--- config.mk ---
export PLATFORM = sky130hd
export DESIGN_NAME = cordic_job_scheduler
export DESIGN_NICKNAME = d
export VERILOG_FILES = /design/src/rtl/cordic_job_scheduler.sv
export SDC_FILE = /design/constraint.sdc
export NUM_CORES = 1
export LEC_CHECK = 0
export CAP_MARGIN = 20
export CORE_AREA = 3 3 209 211
export CTS_CLUSTER_DIAMETER = 120
export DETAILED_ROUTE_END_ITERATION = 16
export DIE_AREA = 0 0 212 214
export PLACE_DENSITY = 0.49
export SYNTH_ARGS = -nofsm -noshare
export SYNTH_HDL_FRONTEND = slang
export SYNTH_SLANG_ARGS = --single-unit
--- constraint.sdc ---
create_clock -name clk -period 16.5 [get_ports clk]
set_input_delay 2.475 -clock clk [delete_from_list [all_inputs] [get_ports clk]]
set_output_delay 2.475 -clock clk [all_outputs]
set_load 0.1 [all_outputs]
--- src/rtl/cordic_job_scheduler.sv ---
// ---------------------------------------------------------------------------
// cordic_job_scheduler
//
// Shares one iterative CORDIC core between NREQ job sources. Each requester
// offers a job (mode, in, in2) on a valid/ready port; a round-robin arbiter
// picks one job at a time. The job is loaded into the core, the core's
// iterations are counted, x/y/z are captured when the core is done, and the
// result is returned with the requester index on a valid/ready result port.
//
// Handshakes: a transfer happens on a rising clock edge where valid and ready
// are both high. The scheduler raises at most one req_ready bit, and only in
// IDLE. Requesters hold req_* stable while valid and not ready; a requester
// may drop req_valid before it is granted. res_valid stays high, with res_*
// stable, until the consumer raises res_ready.
//
// Ports
//   clk, rst             clock (rising edge) and asynchronous active-high reset
//   req_valid/req_ready  per-requester job handshake (req_ready is one-hot)
//   req_mode             3 bits per requester, slice k = [3k+2:3k]
//   req_in, req_in2      W bits per requester, slice k = [Wk+W-1:Wk]
//   core_start           one-cycle pulse, core restarts its iteration count
//   core_mode/in/in2     job operands to the core, stable for the whole job
//   core_x/y/z           core results
//   res_valid/res_ready  result handshake
//   res_id               index of the requester that owns the result
//   res_x/y/z            captured core results (zero for illegal modes)
//   res_err              job had an illegal mode (6 or 7)
//   busy                 scheduler is not idle
//
// Modes 0-3 take LAT core cycles, hyperbolic modes 4 and 5 take
// LAT+HYP_EXTRA. Modes 6 and 7 never reach the core and complete at once
// with res_err set.
// ---------------------------------------------------------------------------
module cordic_job_scheduler #(
   parameter int NREQ      = 4,
   parameter int W         = 32,
   parameter int LAT       = 10,
   parameter int HYP_EXTRA = 1,
   localparam int ID_W     = (NREQ > 1) ? $clog2(NREQ) : 1
) (
   input  logic                clk,
   input  logic                rst,
   input  logic [NREQ-1:0]     req_valid,
   output logic [NREQ-1:0]     req_ready,
   input  logic [3*NREQ-1:0]   req_mode,
   input  logic [W*NREQ-1:0]   req_in,
   input  logic [W*NREQ-1:0]   req_in2,
   output logic                core_start,
   output logic [2:0]          core_mode,
   output logic [W-1:0]        core_in,
   output logic [W-1:0]        core_in2,
   input  logic [W-1:0]        core_x,
   input  logic [W-1:0]        core_y,
   input  logic [W-1:0]        core_z,
   output logic                res_valid,
   input  logic                res_ready,
   output logic [ID_W-1:0]     res_id,
   output logic [W-1:0]        res_x,
   output logic [W-1:0]        res_y,
   output logic [W-1:0]        res_z,
   output logic                res_err,
   output logic                busy
);

   // One extra bit so rr_ptr + offset can be reduced modulo NREQ without
   // overflowing, also for NREQ values that are not a power of two.
   localparam int               ID1_W  = ID_W + 1;
   localparam logic [ID1_W-1:0] NREQ_W = ID1_W'(NREQ);

   // The RUN counter is loaded with L-1 and counts down to 0, so RUN lasts
   // exactly L cycles.
   localparam int               L_MAX    = LAT + HYP_EXTRA;
   localparam int               CNT_W    = (L_MAX > 1) ? $clog2(L_MAX) : 1;
   localparam logic [CNT_W-1:0] CNT_CIRC = CNT_W'(LAT - 1);
   localparam logic [CNT_W-1:0] CNT_HYP  = CNT_W'(L_MAX - 1);

   typedef enum logic [1:0] {
      IDLE = 2'd0,
      LOAD = 2'd1,
      RUN  = 2'd2,
      DONE = 2'd3
   } state_t;

   state_t            state;
   state_t            state_next;

   logic [ID_W-1:0]   rr_ptr;
   logic [CNT_W-1:0]  cnt;

   logic              any_valid;
   logic [ID_W-1:0]   grant_idx;
   logic [ID1_W-1:0]  ptr_inc;
   logic [ID_W-1:0]   ptr_next;
   logic              accept;

   logic [2:0]        sel_mode;
   logic [W-1:0]      sel_in;
   logic [W-1:0]      sel_in2;

   logic [2:0]        mode_arr [NREQ];
   logic [W-1:0]      in_arr   [NREQ];
   logic [W-1:0]      in2_arr  [NREQ];

   // Modes 6 and 7 have no core operation.
   function automatic logic mode_illegal(input logic [2:0] m);
      return m[2] & m[1];
   endfunction

   // Modes 4 and 5 are hyperbolic and need the core's extra setup cycle.
   function automatic logic mode_hyp(input logic [2:0] m);
      return m[2] & ~m[1];
   endfunction

   // -----------------------------------------------------------------------
   // Per-requester views of the flat request buses
   // -----------------------------------------------------------------------
   for (genvar k = 0; k < NREQ; k++) begin : g_unpack
      assign mode_arr[k] = req_mode[3*k +: 3];
      assign in_arr[k]   = req_in[W*k +: W];
      assign in2_arr[k]  = req_in2[W*k +: W];
   end

   // -----------------------------------------------------------------------
   // Round-robin arbiter: first valid requester at or above rr_ptr, wrapping
   // modulo NREQ. The loop runs from the farthest offset down to offset 0, so
   // the last hit written (the nearest one) wins.
   // -----------------------------------------------------------------------
   always_comb begin
      logic [ID1_W-1:0] cand;
      any_valid = 1'b0;
      grant_idx = '0;
      cand      = '0;
      for (int i = NREQ - 1; i >= 0; i--) begin
         cand = {1'b0, rr_ptr} + ID1_W'(i);
         if (cand >= NREQ_W) begin
            cand = cand - NREQ_W;
         end
         if (req_valid[cand[ID_W-1:0]]) begin
            any_valid = 1'b1;
            grant_idx = cand[ID_W-1:0];
         end
      end
   end

   assign sel_mode = mode_arr[grant_idx];
   assign sel_in   = in_arr[grant_idx];
   assign sel_in2  = in2_arr[grant_idx];

   // Pointer moves to the requester after the one just granted.
   assign ptr_inc  = {1'b0, grant_idx} + ID1_W'(1);
   assign ptr_next = (ptr_inc >= NREQ_W) ? '0 : ptr_inc[ID_W-1:0];

   assign accept   = (state == IDLE) && any_valid;

   // -----------------------------------------------------------------------
   // FSM: state register
   // -----------------------------------------------------------------------
   always_ff @(posedge clk or posedge rst) begin
      if (rst) begin
         state <= IDLE;
      end else begin
         state <= state_next;
      end
   end

   // -----------------------------------------------------------------------
   // FSM: next state
   // -----------------------------------------------------------------------
   always_comb begin
      state_next = state;
      case (state)
         IDLE: begin
            if (any_valid) begin
               state_next = mode_illegal(sel_mode) ? DONE : LOAD;
            end
         end
         LOAD: begin
            state_next = RUN;
         end
         RUN: begin
            if (cnt == '0) begin
               state_next = DONE;
            end
         end
         DONE: begin
            if (res_ready) begin
               state_next = IDLE;
            end
         end
         default: begin
            state_next = IDLE;
         end
      endcase
   end

   // -----------------------------------------------------------------------
   // FSM: outputs (all decoded from registered state, plus req_valid for the
   // grant strobe)
   // -----------------------------------------------------------------------
   always_comb begin
      core_start = 1'b0;
      res_valid  = 1'b0;
      busy       = 1'b1;
      req_ready  = '0;
      case (state)
         IDLE: begin
            busy = 1'b0;
            if (any_valid) begin
               req_ready[grant_idx] = 1'b1;
            end
         end
         LOAD: begin
            core_start = 1'b1;
         end
         DONE: begin
            res_valid = 1'b1;
         end
         default: begin
         end
      endcase
   end

   // -----------------------------------------------------------------------
   // Datapath: job latch, iteration counter, result capture
   // -----------------------------------------------------------------------
   always_ff @(posedge clk or posedge rst) begin
      if (rst) begin
         rr_ptr    <= '0;
         cnt       <= '0;
         core_mode <= '0;
         core_in   <= '0;
         core_in2  <= '0;
         res_id    <= '0;
         res_err   <= 1'b0;
         res_x     <= '0;
         res_y     <= '0;
         res_z     <= '0;
      end else begin
         // The core operands are only ever written here, so they stay put
         // for the whole job and keep the last job's values afterwards.
         if (accept) begin
            rr_ptr    <= ptr_next;
            core_mode <= sel_mode;
            core_in   <= sel_in;
            core_in2  <= sel_in2;
            res_id    <= grant_idx;
            res_err   <= mode_illegal(sel_mode);
            if (mode_illegal(sel_mode)) begin
               res_x <= '0;
               res_y <= '0;
               res_z <= '0;
            end
         end

         case (state)
            LOAD: begin
               cnt <= mode_hyp(core_mode) ? CNT_HYP : CNT_CIRC;
            end
            RUN: begin
               // cnt==0 marks the last RUN cycle; the core's outputs are
               // valid during it and are taken unmodified.
               if (cnt == '0) begin
                  res_x <= core_x;
                  res_y <= core_y;
                  res_z <= core_z;
               end else begin
                  cnt <= cnt - CNT_W'(1);
               end
            end
            default: begin
            end
         endcase
      end
   end

endmodule

==> impl_metrics.env <==
export IMPL_hp_class="reg2reg"
export IMPL_intPower_mw=1.43
export IMPL_fin_worst_skew_ns=0.0156
export IMPL_die_w_um=212
export IMPL_yosys_top_cells_area="dfrtp_1, nand2_1, a311oi_1"
export IMPL_fin_crit_ns=8.92
export IMPL_setup_tns_ns=0
export IMPL_hold_buffers=0
export IMPL_grt_pass1_vias=9979
export IMPL_dp_hpwl_mm=29.8
export IMPL_endpoint_kind="output port"
export IMPL_drv_cap=0
export IMPL_fmax_ghz=0.112
export IMPL_clockPowerShare_pct=11.2
export IMPL_instances_no_fill=2130
export IMPL_synth_area_um2=8970
export IMPL_areaGrowthSynthToFinish_pct=71.1
export IMPL_hold_viol_final=0
export IMPL_ys_ff_latch=174
export IMPL_yosysTopAreaCell="dfrtp_1"
export IMPL_wire_per_inst_um=19.0
export IMPL_cts_setup_buffers=0
export IMPL_yosys_warnings=0
export IMPL_worst_pin_slew_ns=1.12
export IMPL_final_cell_area_um2=15400
export IMPL_yosys_area_top_type_share_pct=48.5
export IMPL_port_buffers=543
export IMPL_grt_usage_pct=17.3
export IMPL_peakVddDrop_v=0.0000929
export IMPL_path_cells="clkdlybuf4s50_1 -> a21o_1 -> a21oi_1 -> o22a_2 -> buf_4 -> inv_2 -> buf_4 -> ha_1 -> inv_1 -> nor2_1 -> clkdlybuf4s50_1"
export IMPL_core_area_um2=41900
export IMPL_seqPwrFrac_pct=20.0
export IMPL_outcome="complete, no violations"
export IMPL_grt_pass1_wl_mm=60.4
export IMPL_synth_commonest_cells="nand2_1, dfrtp_1, o21ai_0, clkbuf_1, a21o_1"
export IMPL_gr_total_overflow=0
export IMPL_place_area_um2=14800
export IMPL_synth_edf_count=0
export IMPL_fin_crit_sh_pct=54.1
export IMPL_cp_max_fo=70
export IMPL_row_count=75
export IMPL_yosysSeqAreaShare_pct=48.5
export IMPL_worstSkewPairLatency_ns=0.44
export IMPL_grt_antenna_before_repair=9
export IMPL_die_area_um2=45400
export IMPL_pwr_share_comb_pct=68.8
export IMPL_drc=0
export IMPL_slew_headroom_pct=24.9
export IMPL_ys_types=37
export IMPL_ctsResizeCount=0
export IMPL_worstPathArrival_ns=6.45
export IMPL_cts_tree="built"
export IMPL_drtIter0Drc=482
export IMPL_final_net_count=1954
export IMPL_syn_nets=1473
export IMPL_drtAntennaViolNets=0
export IMPL_clock_path_buffers=2
export IMPL_cp_start_kind="primary input"
export IMPL_detail_route_vias_per_cell=4.51
export IMPL_fillers=4416
export IMPL_route_vias_total=9603
export IMPL_p_sw_mw=2.15
export IMPL_drt_pass1_iterations=4
export IMPL_setup_viol=0
export IMPL_synth_top_flop_cell="dfrtp_1"
export IMPL_htreeDepth=4
export IMPL_numCtsBuffers=17
export IMPL_p_leak_nw=6.77
export IMPL_clock_sinks=174
export IMPL_synth_cells=1092
export IMPL_slowest_delay_ns=1.16
export IMPL_synthArstFlopShare_pct=100
export IMPL_clkTransAtPathRegs_ns=0.06
export IMPL_critical_path_class="in2out"
export IMPL_drive_gt1_share_pct=3.15
export IMPL_routed_wl_mm=40.5
export IMPL_drv_slew=0
export IMPL_placed_cells=2093
export IMPL_cts_root_buf="clkbuf_16"
export IMPL_io_pins=544
export IMPL_grt_max_degree=98
export IMPL_yosysMostFrequentCell="nand2_1"
export IMPL_cp_required_ns=14.03
export IMPL_grt_setup_unrepaired="no"
export IMPL_powerDensity_nw_per_um2=233
export IMPL_p_sw_share_pct=60.1
export IMPL_place_congestion=0.870
export IMPL_slowest_stage="clkdlybuf4s50_1"
export IMPL_start_util_pct=21.4
export IMPL_avgSynthCellArea_um2=8.22
export IMPL_chipHeight_um=214
-- power groups by stage --
stage / registers, mW / logic (mW) / clock network (mW)
floorplan: 1.98 / 0.568 / 0
global placement: 0.721 / 2.49 / 0
detailed placement: 0.726 / 2.49 / 0
CTS: 0.720 / 2.49 / 0.417
global route: 0.742 / 2.59 / 0.433
finish: 0.718 / 2.47 / 0.400
-- flip-flops by register name, summed over array words and instances, names as in the netlist --
register / cells
cnt: 4
core_in: 32
core_in2: 32
core_mode: 3
res_err: 1
res_id: 2
res_x: 32
res_y: 32
res_z: 32
rr_ptr: 2
state: 2
-- layout by cell type, fill, tap and decap left out, types with 2 or more instances in the layout --
cell,n
nor2_1,7
o21ai_1,5
clkinvlp_4,3
clkdlybuf4s50_1,543
dfrtp_1,174
a21oi_1,4
inv_6,5
clkbuf_16,17
nand2_1,458
a311oi_1,65
a21o_1,68
ha_1,10
a21boi_0,2
mux2i_1,6
o21ai_0,99
buf_4,10
nor2b_1,2
diode_2,6
mux2_2,3
inv_1,12
and3_1,65
clkbuf_1,3
-- area by class of cell --
| cell class | count | area, um^2 | area share (%) |
|---|---|---|---|
| timing repair buffer | 553 | 5510 | 35.9 |
| sequential | 174 | 4350 | 28.3 |
| multi-input combinational | 812 | 4190 | 27.2 |
| tap | 539 | 674 | 4.39 |
| clock buffer | 21 | 450 | 2.93 |
| clock inverter | 10 | 104 | 0.676 |
| inverter | 15 | 66.3 | 0.432 |
| antenna | 6 | 15.0 | 0.0978 |
-- path summary, 6_finish.rpt --
path,from,slack [ns],depth (start not counted),to
setup / recovery,req_valid[0],7.58,11,req_ready[1]
hold / removal,core_in[22],0.48,1,core_in[22]
setup reg to reg,rr_ptr[1],12.77,8,res_y[29]
hold reg to reg,core_in[22],0.48,1,core_in[22]
max in group asynchronous,rst,12.71,3,res_id[0]
min in group asynchronous,rst,2.42,2,res_x[27]
-- worst max-delay path: cells and delay by family --
kind,cells,cell delay (ns)
buffers and inverters,6,3.08
AO/OA/AOI/OAI,3,0.41
AND/OR/NAND/NOR,1,0.09
adder cells (fa/ha/maj),1,0.26
-- metal layers --
metal / share of wire [%] / up-vias / track usage [%]
met3: 9.2 / 55 / 6.53
met4: 2.6 / 8 / 5.85
met2: 49 / 364 / 30.1
met5: 0.15 / - / 0
met1: 39 / 4525 / 19.3
li1: - / 4651 / -
-- metrics by stage --
stage / setup WS [ns] / util (%) / power (mW) / hold WS, ns
3_3_place_gp: 7.61 / 35.3 / 3.21 / 0.458
2_1_floorplan: 8.87 / - / 2.55 / 0.480
3_5_place_dp: 7.56 / 35.3 / 3.22 / 0.465
5_1_grt: 7.40 / 36.6 / 3.76 / 0.490
4_1_cts: 7.57 / 36.6 / 3.63 / 0.479
6_report: 7.58 / 36.6 / 3.58 / 0.475
-- logic make-up (layout without fill, tap and decap cells) --
kind of cell / after synthesis / count (layout) / synth area share, %
flops: 174 / 174 / 48.5
fa+ha+maj: 10 / 10 / 1.39
compound gates: 248 / 248 / 18.8
buf+inv: 106 / 599 / 5.09
simple gates: 543 / 543 / 25.0
other cells: 0 / 6 / 0
mux: 10 / 10 / 1.17
xor+xnor: 1 / 1 / 0.0976
Note: power is estimated with default switching activity, not from simulation.
